--- src/rtl/switch_select_debounce.sv ---
// switch_select_debounce: synchronize and debounce two buttons into a wrapping 2-bit LED select with a change strobe
module switch_select_debounce #(
   parameter int DEBOUNCE_LIMIT = 250000
) (
   input  logic       i_Clk,
   input  logic       i_Rst_L,
   input  logic       i_Switch_1,
   input  logic       i_Switch_2,
   output logic       o_Switch_1,
   output logic       o_Switch_2,
   output logic [1:0] o_Select,
   output logic       o_Select_Change
);
   localparam int CW = $clog2(DEBOUNCE_LIMIT + 1);
   localparam logic [CW-1:0] LAST = CW'(DEBOUNCE_LIMIT - 1);
   logic [1:0] meta, sync, level, prev, press;
   logic [1:0] sel_next;
   logic [CW-1:0] count [2];
   always_ff @(posedge i_Clk) begin
      if (!i_Rst_L) begin
         meta <= '0;
         sync <= '0;
      end else begin
         meta <= {i_Switch_2, i_Switch_1};
         sync <= meta;
      end
   end
   always_ff @(posedge i_Clk) begin
      for (int i = 0; i < 2; i++) begin
         if (!i_Rst_L) begin
            count[i] <= '0;
            level[i] <= 1'b0;
         end else if (sync[i] == level[i]) begin
            count[i] <= '0;
         end else if (count[i] == LAST) begin
            count[i] <= '0;
            level[i] <= sync[i];
         end else begin
            count[i] <= count[i] + 1'b1;
         end
      end
   end
   assign press = level & ~prev;
   always_comb begin
      sel_next = press == 2'b01 ? o_Select + 2'd1 :
                 press == 2'b10 ? o_Select - 2'd1 : o_Select;
   end
   always_ff @(posedge i_Clk) begin
      if (!i_Rst_L) begin
         prev            <= '0;
         o_Select        <= '0;
         o_Select_Change <= 1'b0;
      end else begin
         prev            <= level;
         o_Select        <= sel_next;
         o_Select_Change <= sel_next != o_Select;
      end
   end
   assign o_Switch_1 = level[0];
   assign o_Switch_2 = level[1];
endmodule

--- config.mk ---
export PLATFORM = sky130hd
export DESIGN_NAME = switch_select_debounce
export DESIGN_NICKNAME = d
export VERILOG_FILES = /design/src/rtl/switch_select_debounce.sv
export SDC_FILE = /design/constraint.sdc
export NUM_CORES = 1
export LEC_CHECK = 0
export ABC_AREA = 1
export BUFFER_PORTS_ARGS = -buffer_cell sky130_fd_sc_hd__buf_2
export CORE_ASPECT_RATIO = 0.5
export CORE_MARGIN = 4
export CORE_UTILIZATION = 55
export DETAILED_ROUTE_END_ITERATION = 16
export GPL_TIMING_DRIVEN = 0
export PLACE_DENSITY_LB_ADDON = 0.05
export REMOVE_ABC_BUFFERS = 1
export SLEW_MARGIN = 20
export SYNTH_ARGS = -nofsm -noshare
export SYNTH_HDL_FRONTEND = slang
export SYNTH_SLANG_ARGS = --single-unit
--- constraint.sdc ---
create_clock -name i_Clk -period 2 [get_ports i_Clk]
set_clock_uncertainty 0.2 [all_clocks]
set_input_delay 0.1 -clock i_Clk [delete_from_list [all_inputs] [get_ports i_Clk]]
set_output_delay 0.1 -clock i_Clk [all_outputs]
set_load 0.01 [all_outputs]
# Yosys cells after proc, flatten, opt, wreduce, memory -nomap -nowiden
# Memories as Yosys holds them, arrays and structs flattened.
# Cells that the tools add are included.
# W data, S select, Z words.
# word_totals
in_bits	4
n_memories	1
output_inout_bits	5
elab_cells	62
mem_bits_rw	36
ff_bits	11
# classes
reduce_logical	2
n_eq_ne	7
n_mux	31
n_addsub	4
bitwise_logic	10
# memory_table
name	words	width	rd	rd_clocked_by_memory_dff	write_ports	line	source
count	2	18	2	0	2	18	logic [CW-1:0] count [2];
# ops
op	count
$mux W18	6
$add A18 B1 Y18 const B	2
$eq A18 B18 Y1 const B	2
$mux W1	23
$or A1 B1 Y1	6
$mux W2	2
$reduce_and A2 Y1	2
$add A2 B1 Y2 const B	1
$and A2 B2 Y2	1
$eq A1 B1 Y1	2
$eq A2 B1 Y1 const B	1
$eq A2 B2 Y1 const B	1
$ne A2 B2 Y1	1
$not A1 Y1	2
$not A2 Y2	1
$sub A2 B1 Y2 const B	1

# Longest topological paths before layout
# Gate-level depths: netlist of run 1.
# logic_depth
word_depth	7
ltp_mapped	10
depth_no_buf	10

# Least setup slack after synthesis of run 1
# OpenSTA, ideal clock, no wires.
# synth_path
kind	register to register
startpoint	memory count[1][0] in the netlist's numbering
endpoint	memory count[1][13] in the netlist's numbering (data pin)
arrival_time_ns	1.341
required_time_ns	1.546
path_stages_with_launch	10
synth_period_minus_slack_ns	1.796
setup_ns	0.254
path_buffers	1
setup_slack_ns	0.204
cell_sequence	edfxtp_1 -> ha_1 -> nand2_2 -> nor2_4 -> nand2_4 -> nor2_4 -> nand3_2 -> nand2_4 -> buf_12 -> nor2_2
# synth_lines
item	line
start, declared	18

==> impl_results.rst, run 1 <==
.. list-table::
   :header-rows: 1

   * - Metric
     - Value
   * - Run status
     - finished clean
   * - Area enclosed by the die boundary
     - approximately 6000 µm²
   * - Fraction of power spent switching nets
     - between 20% and 30%
   * - Critical register-to-register path endpoint
     - count[1][14]
   * - Clock network latency to the later pin of the worst-skew pair
     - ~300 ps
   * - Post-Layout Cell Count
     - approximately 460
   * - Mapped Avg Cell Area
     - 7.97 µm²
   * - Clock tree from TritonCTS
     - done
   * - Final number of setup-violating endpoints
     - 0
   * - Total clock buffers created by CTS
     - 5
   * - Portion of total power attributed to combinational logic
     - 6.0%
   * - Share of final-layout standard cells stronger than drive strength 1
     - 11.3%
   * - Relative area change from synthesis to final layout
     - 15.8%
   * - Wire length per cell after detailed routing
     - roughly 10 µm
   * - Number of antenna repair diodes
     - 0
   * - Cells along the critical path
     - ha_1 -> nand2_2 -> nor2_4 -> nand2_4 -> nor2_4 -> nand3_2 -> nand2_8 -> buf_12 -> a21oi_1
   * - Min-delay worst type
     - reg -> reg
   * - Static leakage
     - approximately 1.3 nW
   * - Global-route usage over all layers
     - 17.7%
   * - Data required time at the worst endpoint
     - approximately 1900 ps
   * - Critical path arrival
     - ~1700 ps
   * - Pwr/cell area
     - 586 nW/µm²
   * - Antenna Violating Nets Remaining
     - 0
   * - Sequential-to-total area share from yosys stat
     - around half
   * - DR vias/cell
     - roughly 4.7
   * - Core box area
     - about 4600 µm²
   * - GPL Wtd Cong
     - ~0.9
   * - Largest net degree at the start of global routing
     - 19
   * - Count leader, synth
     - sky130_fd_sc_hd__nand2_1
   * - Proportion of power drawn by flip-flops and latches
     - ~61%
   * - Count of cells along the worst hold path
     - 2
   * - Critical Path Source Type
     - register
   * - Final worst setup slack
     - between 100 and 150 ps
   * - Main flop type after synthesis
     - sky130_fd_sc_hd__edfxtp_1
   * - Boundary pin count
     - 9
   * - RSZ-0062 raised after global routing
     - no
   * - Power share of the clock group
     - between 30% and 40%
   * - Total instance count after detailed placement
     - 445
   * - Fin crit share
     - a little over nine tenths
   * - Number of fill cells in the layout
     - 393
   * - Hold path start
     - meta[0]
   * - Initial Util
     - around three fifths
   * - Net switching power of the design
     - 0.428 mW
   * - Area share of the largest cell type after synthesis
     - 40.0%
   * - Main area contributors after synthesis
     - sky130_fd_sc_hd__edfxtp_1 40%, sky130_fd_sc_hd__nand2_1 11%, sky130_fd_sc_hd__nor2_1 9.2%
   * - Net count, final
     - slightly above 400
   * - Cell seen most often among critical-path stages
     - sky130_fd_sc_hd__nor2_4
   * - Number of warnings printed during yosys synthesis
     - 0
   * - Final WL
     - 4850 µm
   * - Highest net fanout along the worst path
     - 9
   * - Crit path buf inv count
     - 1
   * - Vias in the first global route
     - 2120
   * - Internal reg-to-reg setup slack
     - about 130 ps
   * - Post-detailed-placement half-perimeter wirelength
     - 3560 µm
   * - CP Capture Type
     - register
   * - Initial detailed-routing violation count
     - 96
   * - Worst reg2reg path startpoint
     - count[1][1]
   * - Cell-internal power
     - 1.41 mW
   * - Residual DRC count
     - 0
   * - WHS Endpoint
     - sync[0]
   * - Number of buffer cells added on primary ports
     - 8
   * - Number of antenna violations at the first check in global routing
     - 0
   * - Post-placement worst setup slack
     - -50.3 ps
   * - Final worst path period need
     - 1870 ps
   * - Largest stage delay, worst path
     - 380 ps
   * - Initial DRT Pass Iterations
     - 6
   * - Clock root buffer master
     - sky130_fd_sc_hd__clkbuf_8
   * - First-pass GRT wire length
     - between 8000 and 9000 µm
   * - Hold Vio Cnt, Final
     - 0
   * - Max-cap violation count
     - 0
   * - Worst vdd rail ir drop
     - 349 µV
   * - Setup TNS after final layout
     - 0 ps
   * - Summed instance area of the synthesized netlist
     - ~2700 µm²
   * - Final total power
     - about 1.8 mW
   * - Num Clock Sinks
     - 47
   * - Type of the worst setup path
     - reg -> reg
   * - Maximum buffer depth of the clock tree
     - 2
   * - Area leader, netlist
     - sky130_fd_sc_hd__edfxtp_1
   * - Slowest stage cell on the critical path
     - sky130_fd_sc_hd__edfxtp_1
   * - Gate Count Post-Synth
     - approximately 340
   * - CTS clock-pin slew for the worst setup and hold paths
     - ~90 ps
   * - Number of H-tree branching levels
     - 2
   * - Leading cell types by count after synthesis
     - 82 x sky130_fd_sc_hd__nand2_1, 66 x sky130_fd_sc_hd__nor2_1, 47 x sky130_fd_sc_hd__inv_1
   * - Overflow after GRT
     - 0
   * - Count of different cell masters after synthesis
     - 25
   * - Max-slew violation count
     - 0
   * - Via total after detailed routing
     - 2160
   * - Top achievable clock speed
     - between 0.5 and 0.6 GHz
   * - Die Wd
     - roughly 110 µm
   * - Worst path top cell family by delay
     - simple AND/OR/NAND/NOR gates
   * - Hold_ws
     - approximately 220 ps
   * - Y dimension of the die
     - about 58 µm
   * - Total of flip-flops plus latches after synthesis
     - 47
   * - EDFF count, synth
     - 36
   * - Worst Reg2Reg Path Length in Cells
     - 9
   * - Share of flip-flops with an asynchronous set or reset
     - 0%
   * - Row count
     - 17
## worst reg2reg max path, cell delays in order (launching register included)
cell and delay (ps):
sky130_fd_sc_hd__edfxtp_1 380, sky130_fd_sc_hd__ha_1 210, sky130_fd_sc_hd__nand2_2 100, sky130_fd_sc_hd__nor2_4 150, sky130_fd_sc_hd__nand2_4 80, sky130_fd_sc_hd__nor2_4 100, sky130_fd_sc_hd__nand3_2 120, sky130_fd_sc_hd__nand2_8 140
sky130_fd_sc_hd__buf_12 130, sky130_fd_sc_hd__a21oi_1 40
## power groups by stage
stage / Clock, mW / Sequential (mW) / Combinational (mW)
2_1_floorplan: 0 / 1.13 / 0.0754
3_3_place_gp: 0 / 1.14 / 0.0904
3_5_place_dp: 0 / 1.14 / 0.0917
4_1_cts: 0.619 / 1.12 / 0.103
5_1_grt: 0.674 / 1.13 / 0.129
6_report: 0.603 / 1.12 / 0.111
## logic make-up after synthesis
kind of cell | count (synthesis) | share of synthesized area [%]
DFF | 47 | 48.1
adders and majority gates | 2 | 0.926
AOI/OAI and AO/OA | 24 | 4.44
xor gates and xnor gates | 19 | 6.16
and+or+nand+nor | 195 | 32.2
other | 1 | 0.139
buffers and inverters | 51 | 7.96
## registers in the layout, summed over array words and instances (netlist names)
register         flops
prev                 2
sync                 2
count               36
o_Select             2
o_Select_Change      1
meta                 2
level                2
## what timing repair did
| item | 4_1_cts | 5_1_grt |
|---|---|---|
| buffers inserted | 1 | 5 |
| hold buffers | 5 | 0 |
| resized for setup | 1 | 0 |
| setup endpoints to repair | 2 | 1 |
| pin swaps | 0 | 1 |
| hold endpoints to repair | 11 | 0 |
## final cells by class
class                   count  area [µm²]  share of cell area [%]
well taps                  66        82.6                    2.64
flip-flops and latches     47        1300                    41.6
repair buffers             19         148                    4.72
clock buffers               7        86.3                    2.76
multi-input cells         276        1330                    42.4
clock inverters             1        5.00                   0.160
inverters                  48         180                    5.76
## worst max-delay path by stage
stage	start	slack, ps	cells after the start	to
after floorplan	count[1][0]	150	10	count[1][15]
after global placement	count[1][0]	-9	10	count[1][15]
after detailed placement	count[1][0]	-50	10	count[1][15]
after CTS	count[1][1]	80	10	count[1][15]
after global routing	count[0][0]	20	8	count[0][14]
final	count[1][1]	130	9	count[1][14]
## metal layers
| layer | up-vias | global-route usage [%] | wire length (µm) | share of wire (%) |
|---|---|---|---|---|
| met3 | 8 | 4.52 | 169 | 3.5 |
| met1 | 969 | 21.4 | 2270 | 47 |
| met4 | 0 | 6.01 | 67 | 1.4 |
| met5 | - | 0 | 0 | 0 |
| li1 | 1146 | - | - | - |
| met2 | 37 | 31.3 | 2340 | 48 |
## stage by stage
stage | utilization (%) | cell area (µm²)
2_1_floorplan | - | 2800
3_3_place_gp | 63.9 | 2920
3_5_place_dp | 63.9 | 2920
4_1_cts | 67.3 | 3080
5_1_grt | 68.4 | 3130
6_report | 68.4 | 3130
## layout by cell type (no fill, tap or decap), drive strengths merged
cell | netlist | layout
clkinv | 0 | 1
nor3 | 1 | 1
buf | 2 | 14
xnor2 | 5 | 5
ha | 2 | 2
edfxtp | 36 | 36
conb | 1 | 36
clkbuf | 1 | 7
dfxtp | 11 | 11
nand4 | 7 | 7
nor2 | 79 | 79
a21oi | 14 | 14
dlygate4sd3 | 0 | 5
inv | 48 | 48
o21ai | 10 | 10
nand3 | 18 | 18
xor2 | 14 | 14
or2 | 2 | 2
nand2 | 88 | 88
(Power assumes the default switching activity.)
==> run 2: changes to the inputs <==
SETUP_SLACK_MARGIN = 0.4   (was not set)
==> run 2 against run 1 <==
Effect of this change: clock power increased by 2%; hold slack better by 58 ps; maximum frequency rose by 3.7%; critical endpoint is now count[1][15]; critical path depth grew 1; worst setup slack gained 66 ps; critical path type unchanged.
==> impl_results.rst, run 2 (synthesis results as in run 1) <==
.. list-table::
   :header-rows: 1

   * - Metric
     - Value
   * - Run status
     - finished clean
   * - CTS clock-pin slew for the worst setup and hold paths
     - around 90 ps
   * - Vias in the first global route
     - around 2300
   * - Final worst path period need
     - 1810 ps
   * - Largest net degree at the start of global routing
     - 15
   * - Critical Path Source Type
     - register
   * - Max-slew violation count
     - 0
   * - Share of final-layout standard cells stronger than drive strength 1
     - between 20% and 30%
   * - Fin crit share
     - between 90% and 100%
   * - Worst reg2reg path startpoint
     - count[1][1]
   * - Worst-margin pin slew
     - roughly 650 ps
   * - Total clock buffers created by CTS
     - 5
   * - Worst path top cell family by delay
     - simple AND/OR/NAND/NOR gates
   * - Flip-flop count of the largest register, all copies and words added
     - 36
   * - Setup TNS after final layout
     - 0 ps
   * - Wire length per cell after detailed routing
     - around 12 µm
   * - Max_slew headroom
     - a little under three fifths
   * - Largest register by flop count
     - count
   * - Initial detailed-routing violation count
     - roughly 130
   * - Clock network latency to the later pin of the worst-skew pair
     - a little over 300 ps
   * - Total instance count after detailed placement
     - ~450
   * - Highest net fanout along the worst path
     - 5
   * - Data required time at the worst endpoint
     - around 1900 ps
   * - RSZ-0062 raised after global routing
     - yes
   * - Hold_ws
     - 276 ps
   * - Critical path arrival
     - between 1500 and 2000 ps
   * - Cells along the critical path
     - ha_2 -> nand2_2 -> nor2_4 -> nand2_4 -> nor2_4 -> nand3_4 -> nand2_8 -> inv_4 -> nand2_2 -> inv_1
   * - Depth of the critical timing path with buffers and inverters included
     - 10
   * - Overflow after GRT
     - 0
   * - Multi-input logic area
     - 1600 µm²
   * - Slowest stage cell on the critical path
     - sky130_fd_sc_hd__edfxtp_1
   * - Clock root buffer master
     - sky130_fd_sc_hd__clkbuf_8
   * - Number of antenna repair diodes
     - 0
   * - Boundary pin count
     - 9
   * - Number of antenna violations at the first check in global routing
     - 0
   * - DR vias/cell
     - just under 5
   * - Die Wd
     - 107 µm
   * - Core box area
     - between 4000 and 5000 µm²
   * - Number of H-tree branching levels
     - 2
   * - Final number of setup-violating endpoints
     - 0
   * - Static leakage
     - around 1.4 nW
   * - Final total power
     - 1.89 mW
   * - Internal reg-to-reg setup slack
     - ~190 ps
   * - Initial Util
     - 59.1%
   * - Relative area change from synthesis to final layout
     - 31.5%
   * - First-pass GRT wire length
     - slightly above 10000 µm
   * - Hold Vio Cnt, Final
     - 0
   * - Top achievable clock speed
     - about 0.55 GHz
   * - Num Clock Sinks
     - 47
   * - Clock tree from TritonCTS
     - done
   * - Row count
     - 17
   * - GPL Wtd Cong
     - about 0.90
   * - Core occupancy in the finished layout
     - 77.7%
   * - CP Capture Type
     - register
   * - Count of cells along the worst hold path
     - 5
   * - Commonest non-fill, non-tap cells in the layout
     - 81 x sky130_fd_sc_hd__nand2_1, 47 x sky130_fd_sc_hd__nor2_1, 43 x sky130_fd_sc_hd__inv_1
   * - Area enclosed by the die boundary
     - slightly above 6000 µm²
   * - Hold path start
     - i_Rst_L
   * - Critical register-to-register path endpoint
     - count[1][15]
   * - Post-detailed-placement half-perimeter wirelength
     - about 3600 µm
   * - Min-delay worst type
     - in -> reg
   * - Global-route usage over all layers
     - 20.7%
   * - Final WL
     - 5920 µm
   * - Residual DRC count
     - 0
   * - Net count, final
     - between 400 and 500
   * - Antenna Violating Nets Remaining
     - 0
   * - Via total after detailed routing
     - between 2000 and 2500
   * - Crit path buf inv count
     - 2
   * - Pwr/cell area
     - around 530 nW/µm²
   * - Post-Layout Cell Count
     - slightly below 500
   * - Reg area
     - around 1300 µm²
   * - Y dimension of the die
     - 57.6 µm
   * - Worst vdd rail ir drop
     - between 300 and 400 µV
   * - Maximum buffer depth of the clock tree
     - 2
   * - Largest stage delay, worst path
     - around 370 ps
   * - Type of the worst setup path
     - reg -> reg
   * - Max-cap violation count
     - 0
   * - Worst Reg2Reg Path Length in Cells
     - 10
   * - WHS Endpoint
     - count[1][10]
   * - Number of buffer cells added on primary ports
     - 8
   * - Number of fill cells in the layout
     - 323
   * - Initial DRT Pass Iterations
     - 6
   * - Most common cell after layout, fill and taps aside
     - sky130_fd_sc_hd__nand2_1
-- run 2: how the worst max path moves through the flow --
stage	start	endpoint	slack (ps)
2_1_floorplan	count[1][0]	count[1][15]	150
5_1_grt	count[1][1]	count[1][15]	120
3_3_place_gp	count[1][0]	count[1][15]	-9
6_report	count[1][1]	count[1][15]	190
3_5_place_dp	count[1][0]	count[1][15]	-50
4_1_cts	count[1][0]	count[1][6]	190
-- run 2: metal layers --
| layer | up-vias | track usage, % | wire length [µm] |
|---|---|---|---|
| met1 | 1105 | 24.6 | 2510 |
| met3 | 10 | 4.52 | 274 |
| li1 | 1206 | - | - |
| met2 | 61 | 38.4 | 3050 |
| met4 | 0 | 5.65 | 85 |
| met5 | - | 0 | 0 |
-- run 2: what timing repair did --
action                     4_1_cts  5_1_grt
gates cloned                     5        0
pin swaps                       16       15
setup endpoints to repair       38       38
hold buffers                    10        0
gates resized for setup         37       26
setup buffers                   12        8
hold endpoints to repair        11        0
-- run 2: final cells by class --
class | count | share of cell area (%)
clock buffers | 7 | 2.43
clock inverters | 1 | 0.141
inverters | 48 | 5.14
multi-input cells | 281 | 45.0
flip-flops and latches | 47 | 36.6
well taps | 66 | 2.32
repair buffers | 38 | 8.38
-- run 2: per-stage QoR --
stage	area [µm²]	setup WS, ps
floorplan	2800	152
global placement	2920	-9.43
detailed placement	2920	-50.3
CTS	3410	186
global route	3550	118
finish	3550	194
-- run 2: worst register-to-register path, cell delays in order (launching register included) --
cell	delay [ps]
sky130_fd_sc_hd__edfxtp_1	370
sky130_fd_sc_hd__ha_2	200
sky130_fd_sc_hd__nand2_2	80
sky130_fd_sc_hd__nor2_4	130
sky130_fd_sc_hd__nand2_4	70
sky130_fd_sc_hd__nor2_4	110
sky130_fd_sc_hd__nand3_4	160
sky130_fd_sc_hd__nand2_8	140
sky130_fd_sc_hd__inv_4	40
sky130_fd_sc_hd__nand2_2	50
sky130_fd_sc_hd__inv_1	30
-- run 2: where the power goes --
group,internal [mW],switching (mW)
registers,1.08,0.0376
logic,0.0593,0.0934
clock network,0.280,0.335
